## src/rtl/pcm_pkg.sv

```systemverilog
// Shared PCM definitions for the encoder-side serializer and the decoder stage.
package pcm_pkg;

    localparam int PCM_W = 8;
    localparam logic [PCM_W-1:0] PCM_IDLE_CODE = 8'hD5;

    typedef enum logic {
        IDLE = 1'b0,
        RUN  = 1'b1
    } tx_state_t;

endpackage

```

## src/rtl/pcm_fifo.sv

```systemverilog
// Synchronous show-ahead FIFO: rd_data always presents the oldest entry, so it is
// valid in the same cycle that rd_en pops it.
module pcm_fifo #(
    parameter int WIDTH = 8,
    parameter int DEPTH = 4
) (
    input  logic             clk,
    input  logic             rst,
    input  logic             wr_en,
    input  logic [WIDTH-1:0] wr_data,
    input  logic             rd_en,
    output logic [WIDTH-1:0] rd_data,
    output logic             full,
    output logic             empty
);

    localparam int AW = (DEPTH > 1) ? $clog2(DEPTH) : 1;

    logic [WIDTH-1:0] mem_q [DEPTH];
    logic [AW-1:0]    wr_ptr_q;
    logic [AW-1:0]    rd_ptr_q;
    logic [AW:0]      count_q;
    logic             wr_fire;
    logic             rd_fire;

    assign full    = (count_q == (AW+1)'(DEPTH));
    assign empty   = (count_q == '0);
    assign wr_fire = wr_en && !full;
    assign rd_fire = rd_en && !empty;
    assign rd_data = mem_q[rd_ptr_q];

    // DEPTH is a power of two, so the pointers wrap by natural overflow.
    always_ff @(posedge clk) begin
        if (rst) begin
            wr_ptr_q <= '0;
            rd_ptr_q <= '0;
            count_q  <= '0;
        end else begin
            if (wr_fire) begin
                wr_ptr_q <= wr_ptr_q + AW'(1);
            end
            if (rd_fire) begin
                rd_ptr_q <= rd_ptr_q + AW'(1);
            end
            if (wr_fire && !rd_fire) begin
                count_q <= count_q + (AW+1)'(1);
            end else if (rd_fire && !wr_fire) begin
                count_q <= count_q - (AW+1)'(1);
            end
        end
    end

    always_ff @(posedge clk) begin
        if (wr_fire) begin
            mem_q[wr_ptr_q] <= wr_data;
        end
    end

endmodule

```

## src/rtl/pcm_tx_serializer.sv

```systemverilog
// Buffers PCM bytes and sends them MSB-first as gapless 8-bit frames, with a sync
// strobe on bit 7 and the idle code substituted whenever the FIFO runs dry.
module pcm_tx_serializer
    import pcm_pkg::*;
#(
    parameter int               FIFO_DEPTH = 4,
    parameter int               BIT_DIV    = 4,
    parameter logic [PCM_W-1:0] IDLE_CODE  = PCM_IDLE_CODE
) (
    input  logic             clk,
    input  logic             rst,
    input  logic [PCM_W-1:0] in_data,
    input  logic             in_valid,
    output logic             in_ready,
    output logic             ser_out,
    output logic             ser_sync,
    output logic             running,
    output logic             underrun,
    output logic [7:0]       underrun_cnt
);

    localparam int DW = $clog2(BIT_DIV);

    tx_state_t        state_q, state_d;
    logic [DW-1:0]    div_q, div_d;
    logic [PCM_W-1:0] shreg_q, shreg_d;
    logic [2:0]       bit_idx_q, bit_idx_d;
    logic             sync_q, sync_d;
    logic             running_q, running_d;
    logic             underrun_q, underrun_d;
    logic [7:0]       ucnt_q, ucnt_d;

    logic             tick;
    logic             pop;
    logic             fifo_full;
    logic             fifo_empty;
    logic [PCM_W-1:0] fifo_rd_data;

    pcm_fifo #(
        .WIDTH (PCM_W),
        .DEPTH (FIFO_DEPTH)
    ) u_fifo (
        .clk     (clk),
        .rst     (rst),
        .wr_en   (in_valid),
        .wr_data (in_data),
        .rd_en   (pop),
        .rd_data (fifo_rd_data),
        .full    (fifo_full),
        .empty   (fifo_empty)
    );

    assign tick  = (div_q == DW'(BIT_DIV - 1));
    assign div_d = tick ? '0 : div_q + DW'(1);

    assign in_ready     = !fifo_full;
    assign ser_out      = shreg_q[PCM_W-1];
    assign ser_sync     = sync_q;
    assign running      = running_q;
    assign underrun     = underrun_q;
    assign underrun_cnt = ucnt_q;

    always_ff @(posedge clk) begin
        if (rst) begin
            state_q    <= IDLE;
            div_q      <= '0;
            shreg_q    <= '0;
            bit_idx_q  <= '0;
            sync_q     <= 1'b0;
            running_q  <= 1'b0;
            underrun_q <= 1'b0;
            ucnt_q     <= '0;
        end else begin
            state_q    <= state_d;
            div_q      <= div_d;
            shreg_q    <= shreg_d;
            bit_idx_q  <= bit_idx_d;
            sync_q     <= sync_d;
            running_q  <= running_d;
            underrun_q <= underrun_d;
            ucnt_q     <= ucnt_d;
        end
    end

    always_comb begin
        state_d    = state_q;
        shreg_d    = shreg_q;
        bit_idx_d  = bit_idx_q;
        sync_d     = sync_q;
        running_d  = running_q;
        underrun_d = 1'b0;
        ucnt_d     = ucnt_q;
        pop        = 1'b0;

        case (state_q)
            IDLE: begin
                if (tick && !fifo_empty) begin
                    pop       = 1'b1;
                    shreg_d   = fifo_rd_data;
                    bit_idx_d = 3'd7;
                    sync_d    = 1'b1;
                    running_d = 1'b1;
                    state_d   = RUN;
                end
            end
            RUN: begin
                if (tick) begin
                    if (bit_idx_q != 3'd0) begin
                        shreg_d   = {shreg_q[PCM_W-2:0], 1'b0};
                        bit_idx_d = bit_idx_q - 3'd1;
                        sync_d    = 1'b0;
                    end else begin
                        // A push landing on this same edge is only visible next frame.
                        if (!fifo_empty) begin
                            pop     = 1'b1;
                            shreg_d = fifo_rd_data;
                        end else begin
                            shreg_d    = IDLE_CODE;
                            underrun_d = 1'b1;
                            if (ucnt_q != 8'hFF) begin
                                ucnt_d = ucnt_q + 8'd1;
                            end
                        end
                        bit_idx_d = 3'd7;
                        sync_d    = 1'b1;
                    end
                end
            end
            default: begin
                state_d = IDLE;
            end
        endcase
    end

endmodule

```

## config.mk

```make
export PLATFORM = sky130hd
export DESIGN_NAME = pcm_tx_serializer
export DESIGN_NICKNAME = d
export VERILOG_FILES = /design/src/rtl/pcm_pkg.sv /design/src/rtl/pcm_fifo.sv /design/src/rtl/pcm_tx_serializer.sv
export SDC_FILE = /design/constraint.sdc
export NUM_CORES = 1
export LEC_CHECK = 0
export CORE_MARGIN = 2
export CORE_UTILIZATION = 43
export DETAILED_ROUTE_END_ITERATION = 12
export PLACE_DENSITY = 0.72
export SLEW_MARGIN = 20
export SYNTH_ARGS = -nofsm -noshare
export SYNTH_HDL_FRONTEND = slang
export SYNTH_HIERARCHICAL = 1
export SYNTH_SLANG_ARGS = --single-unit
```

## constraint.sdc

```tcl
create_clock -name clk -period 3.1 [get_ports clk]
set_input_delay 0.465 -clock clk [delete_from_list [all_inputs] [get_ports clk]]
set_output_delay 0.465 -clock clk [all_outputs]
set_load 0.005 [all_outputs]
```

==> results.md <==
Flow run:
- Across the run, the number of max-cap violations was 0.

Timing:
- The clock tree skew after final layout is 0.00768 ns.
- Setup repair after global routing left no endpoint under its margin.
- The max-slew violation count is 0.
- Headroom to the max-slew limit came out at 41.1%.
- The final setup slack of the worst path is 0.598 ns.
- The post-route minimum period is 2.50 ns.
- Based on the critical path, the design can be clocked at up to 400 MHz.
- Summed over all failing endpoints, the final setup total negative slack is 0 ns.
- In the finished design, the share of the clock period the worst path needs comes to 80.7%.
- The number of hold violations in the final report is 0.
- The transition time at the pin with the least slew margin is 0.882 ns.
- Setup violations remaining at the end of the flow were counted as 0.

Clock tree:
- The clock reaches the later pin of the worst-skew pair after 0.33 ns.
- The number of clock sinks is 66.
- Counting the buffers created by CTS gives 9.
- The post-CTS repair timing setup buffer count is 0.
- The number of buffers on the longest clock path is 2.
- In this run the number of H-tree levels came out at 3.
- Post-CTS repair changed the size of 0 cells.
- The clock tree from TritonCTS is yes.
- The count of hold-fix buffers inserted at cts is 0.
- The clock transition at the register clock pins on the worst setup and hold paths after CTS is 0.07 ns.
- The root buffer cell is sky130_fd_sc_hd__clkbuf_8.

Floorplan:
- Pin placement for this block handled 24 I/O pins.
- The die is 84.8 um wide.
- The cell row count is 29.
- The die covers 7190 um2.
- Once the floorplan was initialized, standard cells occupied 44.2% of the core.
- Measured along the y axis, the die boundary spans 84.8 um.
- The placeable core region is 6350 um2.

Logic synthesis:
- Counting flops with an async set or reset pin after synthesis yields a share of 0%.
- The synthesized design spends more area on one cell type than any other, namely sky130_fd_sc_hd__edfxtp_1.
- For this run, the number of Yosys warnings is 6.
- The share of cell area taken by muxes after synthesis is 7.49%.
- By area the synthesized netlist is led by sky130_fd_sc_hd__edfxtp_1 (34%), sky130_fd_sc_hd__dfxtp_1 (24%), sky130_fd_sc_hd__mux4_2 (6.4%), sky130_fd_sc_hd__ha_1 (4.0%), sky130_fd_sc_hd__nor2_1 (3.2%).
- The sequential-to-total area share from yosys stat is 58.5%.
- The fraction of the mapped netlist area in adder cells is 4.72%.
- The combinational family with the most area after synthesis is simple AND/OR/NAND/NOR gates.
- The fraction of the mapped netlist area in compound gates is 11.5%.
- The synthesized netlist devotes 12.4% of its cell area to simple gates.
- The net count after synthesis is 244.
- After synthesis, the netlist uses 46 different library cells.
- The flip-flop and latch count after synthesis is 66.
- The xor-xnor portion of the synthesized cell area is 1.56%.
- The average instance in the mapped netlist occupies 12.6 um2.
- The leading register cell type out of synthesis is sky130_fd_sc_hd__dfxtp_1.
- The gate count of the mapped netlist is 223.
- Counting flops with a built-in enable in the synthesized netlist gives 32.
- The top cell type by area accounts for 34.2% of the synthesized area.
- Summing every instance area after synthesis gives 2810 um2.

Setup path:
- By startpoint and endpoint, the worst setup path is classified as reg2reg.
- The capture instance of the worst register-to-register path is u_fifo/count_q[2].
- The delay of the slowest cell on the worst path is 0.37 ns.
- The cell with the largest stage delay on the worst path is sky130_fd_sc_hd__fa_1.
- The maximum net fanout on the critical path is 10.
- The worst setup path is launched from a flip-flop.
- Walking the worst path, the cells encountered are inv_1, ha_1, nand2b_4, and2_4, nor2_1, o31ai_2, ha_1, inv_1, fa_1, xor2_1, or3_1, a21oi_1.
- The arrival time at the worst endpoint is 2.76 ns.
- Data on the critical path is required at its endpoint by 3.36 ns.
- The slack of the worst reg-to-reg path is 0.60 ns.
- For the worst flop-to-flop path, the logic depth is 12.
- The origin of the critical flop-to-flop path is bit_idx_q[0].
- The critical path endpoint category is a flip-flop.

Drt:
- The routed layout has 1,747 vias.
- The first routing iteration left 71 violations.
- Using the TritonRoute via totals, the vias-per-cell ratio works out to 5.33.
- The detailed-router iteration count before antenna repair is 4.
- The detail route stage leaves a number of antenna-violating nets equal to 0.
- Summed over all layers, the routed wires come to 4.86 mm.
- After detailed routing, the number of remaining DRC violations is 0.
- The final routed wire length divided by cell count is 14.8 um.

Finish:
- The number of inserted diodes is 0.
- The library cells used most frequently in the layout, excluding fill and tap cells, are sky130_fd_sc_hd__dfxtp_1 (34), sky130_fd_sc_hd__edfxtp_1 (32), sky130_fd_sc_hd__nor2_1 (24), sky130_fd_sc_hd__clkdlybuf4s50_1 (23).
- In the final layout, the share of cells above drive strength 1 is 13.5%.
- The commonest non-fill, non-tap cell in the layout is sky130_fd_sc_hd__dfxtp_1.
- The area added between synthesis and finish is 16.8%.
- After the last flow step, the layout net total stands at 267.

Placed design:
- The global placer's final weighted congestion is 0.789.
- The HPWL reported at the end of detailed placement is 3.29 mm.
- The worst-case setup slack after placement is 0.585 ns.
- The number of port buffers is 23.

Hold path:
- The class of the tightest hold or removal check is reg2reg.
- The startpoint identified for the worst hold timing path is div_q[0].
- The path with the worst hold slack has its endpoint at div_q[0].
- The number of stages on the worst hold path is 1.

Outcome:
- The run finished with clean final reports.

Global routing:
- The layer with the highest usage after global routing is met2.
- The sum of overflow across all layers after global routing is 0.
- The wire length of the first global-routing pass is 8.07 mm.
- The met2 usage in global routing is 21.6%.
- The global routing met3 resource utilization is 4.72%.
- In the global route stage, met1 resource usage came out at 19.7%.
- Across every metal layer, demand over resource in global routing totals 14.5%.
- The number of antenna violations at the first check in global routing is 0.
- Entering global routing, the biggest net connects 35 pins.
- The number of global-route vias before repair was 1,677.

Power:
- The power per unit of standard cell area is 617 nW/um2.
- The worst-case IR drop observed on VDD is 0.000426 V.
- Summed over all cells, the static leakage comes to 1.11 nW.
- Overall power consumption after layout is estimated at 2.02 mW.
## area by class of cell
class	count	area (um2)
Tap cell	77	96.3
Fill cell	517	3070
Clock inverter	5	53.8
Sequential cell	66	1640
Inverter	10	37.5
Clock buffer	11	141
Timing Repair Buffer	26	253
Multi-Input combinational cell	133	1060
## per-layer routing
metal,part of all wire [%],vias to the layer above
li1,-,875
met1,48,838
met2,47,30
met3,3.8,4
met4,0.80,0
met5,0,-
## synth_stat cells, drive strengths merged, types with 5 or more instances
master,instances
dfxtp,34
edfxtp,32
nor2,25
inv,10
ha,9
a211oi,8
a21oi,8
clkbuf,8
mux4,8
buf,6
nand2,6
nor3,6
o31ai,6
a31oi,5
and2,5
xor2,5
## metrics by stage
stage / instances / area, um2 / hold WS [ns] / utilization, %
finish: 328 / 3280 / 0.432 / 51.6
CTS: 328 / 3280 / 0.437 / 51.6
detailed placement: 312 / 3080 / 0.421 / 48.6
floorplan: 223 / 2810 / 0.408 / -
global route: 328 / 3280 / 0.454 / 51.6
global placement: 312 / 3080 / 0.419 / 48.6
## report_power, final
group | total [mW] | internal (mW) | switching (mW) | leakage [nW]
Clock | 0.699 | 0.389 | 0.310 | 0.0930
Combinational | 0.289 | 0.131 | 0.158 | 0.448
Sequential | 1.04 | 0.986 | 0.0496 | 0.569
## logic make-up after synthesis
group	after synthesis
multiplexers	11
flip-flops	66
XOR/XNOR	5
AO/OA/AOI/OAI	43
buffers and inverters	24
AND/OR/NAND/NOR	64
adder cells (fa/ha/maj)	10
## sequential cells by signal, indices dropped and copies added (netlist names), named ones only
register	cells
bit_idx_q	3
div_q	2
running	1
ser_sync	1
shreg_q	8
state_q	1
u_fifo/count_q	3
u_fifo/mem_q	32
u_fifo/rd_ptr_q	2
u_fifo/wr_ptr_q	2
underrun	1
underrun_cnt	8
## critical path, delay by kind of cell, from the launching register on
kind / cells / cell delay (ns)
AND/OR/NAND/NOR: 4 / 0.71
AO/OA/AOI/OAI: 2 / 0.21
adder cells (fa/ha/maj): 3 / 0.85
flip-flops: 1 / 0.35
XOR/XNOR: 1 / 0.16
buffers and inverters: 2 / 0.13
## worst max path at each step
stage,from,endpoint,slack (ns)
6_report,bit_idx_q[0],u_fifo/count_q[2],0.60
3_3_place_gp,in_valid,u_fifo/count_q[2],0.63
4_1_cts,bit_idx_q[0],u_fifo/count_q[2],0.58
3_5_place_dp,in_valid,u_fifo/count_q[2],0.59
2_1_floorplan,bit_idx_q[0],u_fifo/count_q[2],0.74
5_1_grt,bit_idx_q[0],u_fifo/count_q[2],0.43
Power figures use the tool's default switching activity.
